`config.mk`:
```
export PLATFORM = sky130hd
export DESIGN_NAME = regfile_sequencer_flat
export DESIGN_NICKNAME = d
export VERILOG_FILES = /design/src/rtl/regfile_sequencer_if.sv /design/src/rtl/regfile_sequencer.sv /design/src/flat_wrapper.sv
export SDC_FILE = /design/constraint.sdc
export NUM_CORES = 1
export LEC_CHECK = 0
export CAP_MARGIN = 10
export CORE_ASPECT_RATIO = 0.75
export CORE_MARGIN = 4
export CORE_UTILIZATION = 44
export CTS_CLUSTER_SIZE = 20
export DETAILED_ROUTE_END_ITERATION = 8
export GPL_ROUTABILITY_DRIVEN = 0
export PLACE_DENSITY = 0.84
export REMOVE_ABC_BUFFERS = 1
export SLEW_MARGIN = 0
export SYNTH_ARGS = -nofsm -noshare
export SYNTH_HDL_FRONTEND = slang
export SYNTH_SLANG_ARGS = --single-unit
```
`constraint.sdc`:
```
create_clock -name clk -period 2.63 [get_ports clk]
set_input_delay 0.526 -clock clk [delete_from_list [all_inputs] [get_ports clk]]
set_output_delay 0.526 -clock clk [all_outputs]
set_load 0.005 [all_outputs]
```
`src/rtl/regfile_sequencer_if.sv`:
```
// regfile_sequencer_if: instruction handshake plus regfile/datapath control bundle.
interface regfile_sequencer_if #(
  parameter int RN_W = 3,
  parameter int IW   = 16
);
  logic            s;
  logic [IW-1:0]   in_instr;
  logic            w;
  logic            err;
  logic [RN_W-1:0] readnum;
  logic [RN_W-1:0] writenum;
  logic            write;
  logic            loada;
  logic            loadb;
  logic            loadc;
  logic            loads;
  logic            asel;
  logic            bsel;
  logic [1:0]      vsel;
  logic [15:0]     sximm8;
  modport slave (
    input  s, in_instr,
    output w, err, readnum, writenum, write, loada, loadb, loadc, loads, asel, bsel, vsel, sximm8
  );
  modport master (
    output s, in_instr,
    input  w, err, readnum, writenum, write, loada, loadb, loadc, loads, asel, bsel, vsel, sximm8
  );
endinterface

```
`src/rtl/regfile_sequencer.sv`:
```
// regfile_sequencer: Moore FSM sequencing regfile reads, ALU step and writeback per instruction.
module regfile_sequencer #(
  parameter int RN_W = 3,
  parameter int IW   = 16
) (
  input  logic              clk,
  input  logic              reset_n,
  regfile_sequencer_if.slave bus
);
  typedef enum logic [2:0] {
    S_IDLE, S_DECODE, S_RD_A, S_RD_B, S_EXEC, S_WR_C, S_WR_IMM, S_ERR
  } state_t;
  state_t        r_state, w_next;
  logic [IW-1:0] r_instr;
  logic [2:0]    w_opc;
  logic [1:0]    w_op;
  logic          w_movi, w_movr, w_alu, w_cmp, w_mvn;
  assign w_opc  = r_instr[15:13];
  assign w_op   = r_instr[12:11];
  assign w_movi = w_opc == 3'b110 && w_op == 2'b10;
  assign w_movr = w_opc == 3'b110 && w_op == 2'b00;
  assign w_alu  = w_opc == 3'b101;
  assign w_cmp  = w_alu && w_op == 2'b01;
  assign w_mvn  = w_alu && w_op == 2'b11;
  assign bus.sximm8 = {{(IW-8){r_instr[7]}}, r_instr[7:0]};
  always_ff @(posedge clk or negedge reset_n)
    if (!reset_n) begin
      r_state <= S_IDLE;
      r_instr <= '0;
    end else begin
      r_state <= w_next;
      if (r_state == S_IDLE && bus.s) r_instr <= bus.in_instr;
    end
  // outputs depend on state only; the latched instruction just supplies register numbers
  always_comb begin
    w_next       = r_state;
    bus.w        = 1'b0;
    bus.err      = 1'b0;
    bus.readnum  = '0;
    bus.writenum = '0;
    bus.write    = 1'b0;
    bus.loada    = 1'b0;
    bus.loadb    = 1'b0;
    bus.loadc    = 1'b0;
    bus.loads    = 1'b0;
    bus.asel     = 1'b0;
    bus.bsel     = 1'b0;
    bus.vsel     = 2'b00;
    case (r_state)
      S_IDLE: begin
        bus.w  = 1'b1;
        w_next = bus.s ? S_DECODE : S_IDLE;
      end
      S_DECODE: w_next = w_movi ? S_WR_IMM : (w_movr || w_mvn) ? S_RD_B : w_alu ? S_RD_A : S_ERR;
      S_RD_A: begin
        bus.readnum = r_instr[8 +: RN_W];
        bus.loada   = 1'b1;
        w_next      = S_RD_B;
      end
      S_RD_B: begin
        bus.readnum = r_instr[0 +: RN_W];
        bus.loadb   = 1'b1;
        w_next      = S_EXEC;
      end
      S_EXEC: begin
        bus.asel  = w_movr || w_mvn;
        bus.loads = w_cmp;
        bus.loadc = !w_cmp;
        w_next    = w_cmp ? S_IDLE : S_WR_C;
      end
      S_WR_C: begin
        bus.writenum = r_instr[5 +: RN_W];
        bus.write    = 1'b1;
        w_next       = S_IDLE;
      end
      S_WR_IMM: begin
        bus.writenum = r_instr[8 +: RN_W];
        bus.vsel     = 2'b10;
        bus.write    = 1'b1;
        w_next       = S_IDLE;
      end
      S_ERR: begin
        bus.err = 1'b1;
        w_next  = S_IDLE;
      end
      default: w_next = S_IDLE;
    endcase
  end
endmodule
```
`src/flat_wrapper.sv`:
```
// flat-port wrapper written by rule: the top's interface ports become plain ports
module regfile_sequencer_flat 
#(
  parameter int RN_W = 3,
  parameter int IW   = 16
)
  (clk, reset_n, bus_s, bus_in_instr, bus_w, bus_err, bus_readnum, bus_writenum, bus_write, bus_loada, bus_loadb, bus_loadc, bus_loads, bus_asel, bus_bsel, bus_vsel, bus_sximm8);
  regfile_sequencer_if #(.RN_W(RN_W), .IW(IW)) bus_i ();
  input  logic clk;
  input  logic reset_n;
  input wire logic [$bits(bus_i.s)-1:0] bus_s;
  input wire logic [$bits(bus_i.in_instr)-1:0] bus_in_instr;
  output wire logic [$bits(bus_i.w)-1:0] bus_w;
  output wire logic [$bits(bus_i.err)-1:0] bus_err;
  output wire logic [$bits(bus_i.readnum)-1:0] bus_readnum;
  output wire logic [$bits(bus_i.writenum)-1:0] bus_writenum;
  output wire logic [$bits(bus_i.write)-1:0] bus_write;
  output wire logic [$bits(bus_i.loada)-1:0] bus_loada;
  output wire logic [$bits(bus_i.loadb)-1:0] bus_loadb;
  output wire logic [$bits(bus_i.loadc)-1:0] bus_loadc;
  output wire logic [$bits(bus_i.loads)-1:0] bus_loads;
  output wire logic [$bits(bus_i.asel)-1:0] bus_asel;
  output wire logic [$bits(bus_i.bsel)-1:0] bus_bsel;
  output wire logic [$bits(bus_i.vsel)-1:0] bus_vsel;
  output wire logic [$bits(bus_i.sximm8)-1:0] bus_sximm8;
  assign bus_i.s = bus_s;
  assign bus_i.in_instr = bus_in_instr;
  assign bus_w = bus_i.w;
  assign bus_err = bus_i.err;
  assign bus_readnum = bus_i.readnum;
  assign bus_writenum = bus_i.writenum;
  assign bus_write = bus_i.write;
  assign bus_loada = bus_i.loada;
  assign bus_loadb = bus_i.loadb;
  assign bus_loadc = bus_i.loadc;
  assign bus_loads = bus_i.loads;
  assign bus_asel = bus_i.asel;
  assign bus_bsel = bus_i.bsel;
  assign bus_vsel = bus_i.vsel;
  assign bus_sximm8 = bus_i.sximm8;
  regfile_sequencer #(.RN_W(RN_W), .IW(IW)) u_core (.clk(clk), .reset_n(reset_n), .bus(bus_i));
endmodule
```
==> run metrics, run 1 <==
CTS buffer count 3; clock root buffer clkbuf_4; buffers added on ports 49; overflow left after global routing 0; worst skew pair latency 300 ps; H-tree level count 1; Antenna Cells 0; async set-or-reset flop fraction in the synthesized netlist 100.0%; iteration-0 DRC count of the detailed router 40; largest area contributor in the netlist dfrtp_1; Post-synth top cells 19 x dfrtp_1, 18 x buf_4, 9 x mux2_4; mapped cell area 1150 um2; Tot Pwr between 1.5 and 2 mW; HPWL after detailed placement ~1900 um; Clock Skew just over 2 ps; Logic pwr share 55.9%; vias 855; Final Setup Violations 0; Die Span Y about 52 um; All-Layer GR Usage 15.22%; sequential area share after synthesis 41.35%; site row count 15; maxcap violations 0; layout cells sized above 1 between 20% and 30%; num ports 52; total wire length ~2500 um; Final period util 92.71%; worst-margin pin slew ~840 ps; count leader, synth dfrtp_1; yosys warns 0; critical path type reg2out; status complete, no violations; Filler cells ~220; Fin. Hold Viols 0; core footprint around 2400 um2; crit path cell chain or4b_4 > a21oi_2 > clkdlybuf4s50_1; Area contributors post-synth dfrtp_1 41%, buf_4 12%, mux2_4 12%; largest net degree at the start of global routing 20; Critical-path top delay cell or4b_4; Layout area overhead 37.87%; 1st-pass router iterations 7; Crit path required time between 2000 and 2500 ps; worst hold-check path type reg2reg; die area roughly 3500 um2; via/cell ratio roughly 4.9; EDFF count, synth 0; Residual DRC 0; Clk pwr share 8.4%; f_max between 400 and 500 MHz; Critical Path AT between 1500 and 2000 ps; critical path's largest stage delay between 500 and 600 ps; DR WL/cell ~14 um; first-pass GRT wire length a little over 4000 um; Netlist cell types 30; Mapped Cells between 100 and 150; crit start category register; register share of total power around 36%; fin crit period 2438 ps; number of global-route vias before repair 870; Worst Setup End Kind output pin; CTS max path bufs 2; Max IR drop VDD 0.4831 mV; CTS Sinks 19; fin nets between 150 and 200; P per Cell Area 1111 nW/um2; Slew HR between 40% and 50%; initial antenna violation count 0; Net Sw Frac approximately a third; crit path max fanout 4; Synth Flop Type dfrtp_1; Internal 1.174 mW; Hold-fix buffers, CTS 0; post-synth top area share between 40 and 50%; die span in x ~67 um; Post-Syn Area per Cell 11.06 um2; Final Max Slew Viols 0; Net Switching 587.2 uW; Final TNS setup 0 ps; post-route ant nets 0; Leakage about 0.65 nW; clock slew at reported path FFs 100 ps; CTS tree done; Seq cells post-synth 19; RSZ-0062 raised after global routing no; Initial Util a little under half
## stage by stage
step,cells,util (%),setup slack [ps],hold WS [ps],cell area [um2]
after global placement,166,62.81,349.5,490.5,1509
after detailed placement,166,62.81,309.1,499.7,1509
final,174,65.99,191.9,521.3,1585
after floorplan,83,-,861.3,230.4,975.9
after global routing,174,65.99,38.97,540.7,1585
after CTS,171,64.22,4.112,526.8,1543
## layout by cell type (no fill, tap or decap), drive strengths merged, types with 4 or more instances in the layout
master and count:
nor2b 6, buf 4, clkdlybuf4s50 49, clkbuf 4, dfrtp 19, and2 4
nor2 6, o21ai 4, mux2 15
## state kept, by name, indices dropped and copies added, names as in the netlist
register / count
u_core.r_instr: 16
u_core.r_state: 3
## metal layers
| layer | track usage, % | routed length (um) | part of all wire, % | up-vias |
|---|---|---|---|---|
| met5 | 0 | 0 | 0 | - |
| met4 | 2.020 | 14 | 0.56 | 0 |
| met3 | 5.365 | 285 | 11 | 4 |
| met2 | 27.73 | 1200 | 48 | 43 |
| met1 | 17.49 | 994 | 40 | 397 |
| li1 | - | - | - | 411 |
## logic make-up after synthesis
logic type / after synthesis / synth area share, %
simple gates: 32 / 16.98
buf+inv: 24 / 16.10
flops: 19 / 41.35
mux: 15 / 17.63
compound gates: 13 / 7.617
other cells: 1 / 0.3261
## worst paths after layout
| check | start | endpoint | slack, ps | cells past startpoint |
|---|---|---|---|---|
| worst max-delay path | u_core.r_instr[12] | bus_asel | 190 | 3 |
| max in group asynchronous | reset_n | u_core.r_instr[11] | 1360 | 1 |
| worst min-delay path | u_core.r_instr[4] | u_core.r_instr[4] | 520 | 1 |
| min in group asynchronous | reset_n | u_core.r_instr[6] | 690 | 1 |
| worst max register to register | u_core.r_state[1] | u_core.r_instr[7] | 1030 | 3 |
| worst min register to register | u_core.r_instr[4] | u_core.r_instr[4] | 520 | 1 |
## power by group through the flow
stage          combinational, mW  sequential, mW  clock, mW
4_1_cts                    0.945           0.620      0.155
5_1_grt                     1.07           0.663      0.167
3_3_place_gp               0.905           0.618          0
3_5_place_dp               0.920           0.635          0
2_1_floorplan              0.430           0.603          0
6_report                   0.984           0.628      0.148
## cell type report
cell class,count,area [um2],share of cell area (%)
Timing Repair Buffer,53,520.5,32.83
Multi-Input combinational cell,62,510.5,32.20
Sequential cell,19,478.0,30.15
Tap cell,34,42.54,2.684
Clock buffer,4,26.28,1.657
Inverter,2,7.507,0.4736
## worst max-delay path, delay by kind of cell (launching register included)
kind / cells / cell delay, ps
AND/OR/NAND/NOR: 1 / 540
buffers and inverters: 1 / 510
AO/OA/AOI/OAI: 1 / 140
flip-flops: 1 / 430
## repair_timing
item                                    CTS  global route
pin swaps                                 0             0
buffers inserted                          1             3
endpoints found under the setup margin    1             6
gates cloned                              0             0
gates resized for setup                   0             7
Note: power is estimated with default switching activity, not from simulation.
==> run 2: changes to the inputs <==
--- a/config.mk
+++ b/config.mk
@@ -8,11 +8,11 @@
 export CAP_MARGIN = 10
 export CORE_ASPECT_RATIO = 0.75
 export CORE_MARGIN = 4
-export CORE_UTILIZATION = 44
+export CORE_UTILIZATION = 41
 export CTS_CLUSTER_SIZE = 20
 export DETAILED_ROUTE_END_ITERATION = 8
 export GPL_ROUTABILITY_DRIVEN = 0
-export PLACE_DENSITY = 0.84
+export PLACE_DENSITY = 0.79
 export REMOVE_ABC_BUFFERS = 1
 export SLEW_MARGIN = 0
 export SYNTH_ARGS = -nofsm -noshare
==> constraint.sdc (replaced) <==
create_clock -name clk -period 2.7 [get_ports clk]
set_input_delay 0.54 -clock clk [delete_from_list [all_inputs] [get_ports clk]]
set_output_delay 0.54 -clock clk [all_outputs]
set_load 0.005 [all_outputs]
==> run 2 against run 1 <==
Compared with the run above: clock-buffer cell count did not move; sequential share of layout area grew 0.40 points; flip-flop and latch count did not move; largest cell class is now multi-input gates; sequential power down 3%; critical path type unchanged; clock power increased by 30%; non-clock buffer count is 4 lower; combinational power fell by 10%; global-route usage shrank 1.5 points; hold slack worse by 7.9 ps; highest routed layer unchanged; first-iteration DRC count is 73% lower; worst setup slack worse by 110 ps; via count is 2.6% lower.
==> run metrics, run 2 (synthesis gave the netlist of run 1 again) <==
maxcap violations 0; Reg2Reg Launch Point u_core.r_state[1]; Final Max Slew Viols 0; initial antenna violation count 0; R2R Path End u_core.r_instr[6]; Final period util 96.95%; Critical Path AT about 2100 ps; f_max ~380 MHz; Die Span Y between 50 and 60 um; Leakage around 0.64 nW; number of global-route vias before repair 850; CTS max path bufs 2; first-pass GRT wire length approximately 4000 um; Residual DRC 0; Hold-fix buffers, CTS 0; CTS Sinks 19; Worst Slack Setup Final roughly 82 ps; fin nets around 160; Antenna Cells 0; CTS buffer count 3; hold path start u_core.r_instr[3]; layout cells sized above 1 15.44%; R2R cell count 3; Final TNS setup 0 ps; crit start category register; RSZ-0062 raised after global routing no; num ports 52; clock root buffer clkbuf_8; DP Worst Slack 368.6 ps; iteration-0 DRC count of the detailed router 11; Initial Util a little over two fifths; buffers added on ports 49; total wire length about 2300 um; largest net degree at the start of global routing 20; setup slack, reg-to-reg 1120 ps; P per Cell Area between 1000 and 1500 nW/um2; Layout area overhead 35.36%; most common cell after layout, fill and taps aside clkdlybuf4s50_1; hold depth 1; Biggest register u_core.r_instr; postcts setup bufs 0; worst skew pair latency between 200 and 300 ps; worst-margin pin slew between 800 and 900 ps; die area ~3700 um2; overflow left after global routing 0; Worst Hold Endpoint u_core.r_instr[3]; status complete, no violations; critical path type reg2out; core footprint approximately 2600 um2; CTS tree done; HPWL after detailed placement between 1500 and 2000 um; vias 833; die span in x just under 70 um; Max IR drop VDD 0.4834 mV; Clock Skew 1.559 ps; crit path max fanout 6; max reg flops 16; 1st-pass router iterations 4; Largest regs u_core.r_instr: 16 flops, u_core.r_state: 3 flops; post-route ant nets 0; Crit path required time between 2000 and 2500 ps; All-Layer GR Usage 13.75%; site row count 16; fin crit period between 2000 and 3000 ps; via/cell ratio about 4.8; Final Setup Violations 0; clock slew at reported path FFs approximately 70 ps; H-tree level count 1; worst hold-check path type reg2reg; Slew HR about 44%; Resized cells post-CTS 0; most frequent cells in the layout 49 x clkdlybuf4s50_1, 19 x dfrtp_1, 9 x mux2_4; DR WL/cell between 10 and 15 um; Worst Setup End Kind output pin; Fin. Hold Viols 0
-- run 2: per-layer routing --
metal | global-route usage (%) | vias up | routed length (um)
met2 | 25.00 | 40 | 1069
met1 | 15.46 | 388 | 1019
met5 | 0 | - | 0
met4 | 3.247 | 0 | 10
met3 | 5.597 | 3 | 211
li1 | - | 402 | -
-- run 2: worst max-delay path, stage by stage, from the launching register on --
cell             delay (ps)
dfrtp_1                 440
or4b_2                  710
a21oi_1                 150
clkdlybuf4s50_1         520
-- run 2: cell type report --
class | count | area (um2)
clock buffer | 4 | 45.04
fill | 230 | 1086
inverter | 2 | 7.507
multi-input combinational | 62 | 493.0
sequential | 19 | 475.5
tap | 36 | 45.04
timing repair buffer | 49 | 490.5
-- run 2: worst max path at each step --
stage                                  start       end  slack, ps  cells after the start
after global placement    u_core.r_instr[13]  bus_asel        410                      3
after global routing      u_core.r_instr[13]  bus_asel          3                      3
after CTS                 u_core.r_instr[13]  bus_asel         70                      3
after floorplan           u_core.r_instr[13]  bus_asel        920                      2
after detailed placement  u_core.r_instr[13]  bus_asel        370                      3
final                     u_core.r_instr[13]  bus_asel         80                      3
-- run 2: power breakdown --
group / switching [mW] / internal (mW)
Sequential: 0.179 / 0.432
Combinational: 0.276 / 0.605
Clock: 0.0872 / 0.105
-- run 2: metrics by stage --
| stage | std cells | hold WS, ps | power [mW] | utilization [%] | cell area (um2) |
|---|---|---|---|---|---|
| after detailed placement | 168 | 499.3 | 1.508 | 57.20 | 1511 |
| after CTS | 172 | 518.3 | 1.710 | 58.90 | 1556 |
| after floorplan | 83 | 244.4 | 1.006 | - | 975.9 |
| after global routing | 172 | 548.5 | 1.821 | 58.90 | 1556 |
| final | 172 | 513.5 | 1.684 | 58.90 | 1556 |
| after global placement | 168 | 491.0 | 1.480 | 57.20 | 1511 |
==> run 3: changes to the inputs <==
--- a/config.mk
+++ b/config.mk
@@ -9,6 +9,7 @@
 export CORE_ASPECT_RATIO = 0.75
 export CORE_MARGIN = 4
 export CORE_UTILIZATION = 41
+export CTS_CLUSTER_DIAMETER = 100
 export CTS_CLUSTER_SIZE = 20
 export DETAILED_ROUTE_END_ITERATION = 8
 export GPL_ROUTABILITY_DRIVEN = 0
==> results of run 3 <==
Final layout, timing and power as in run 2 (identical DEF).
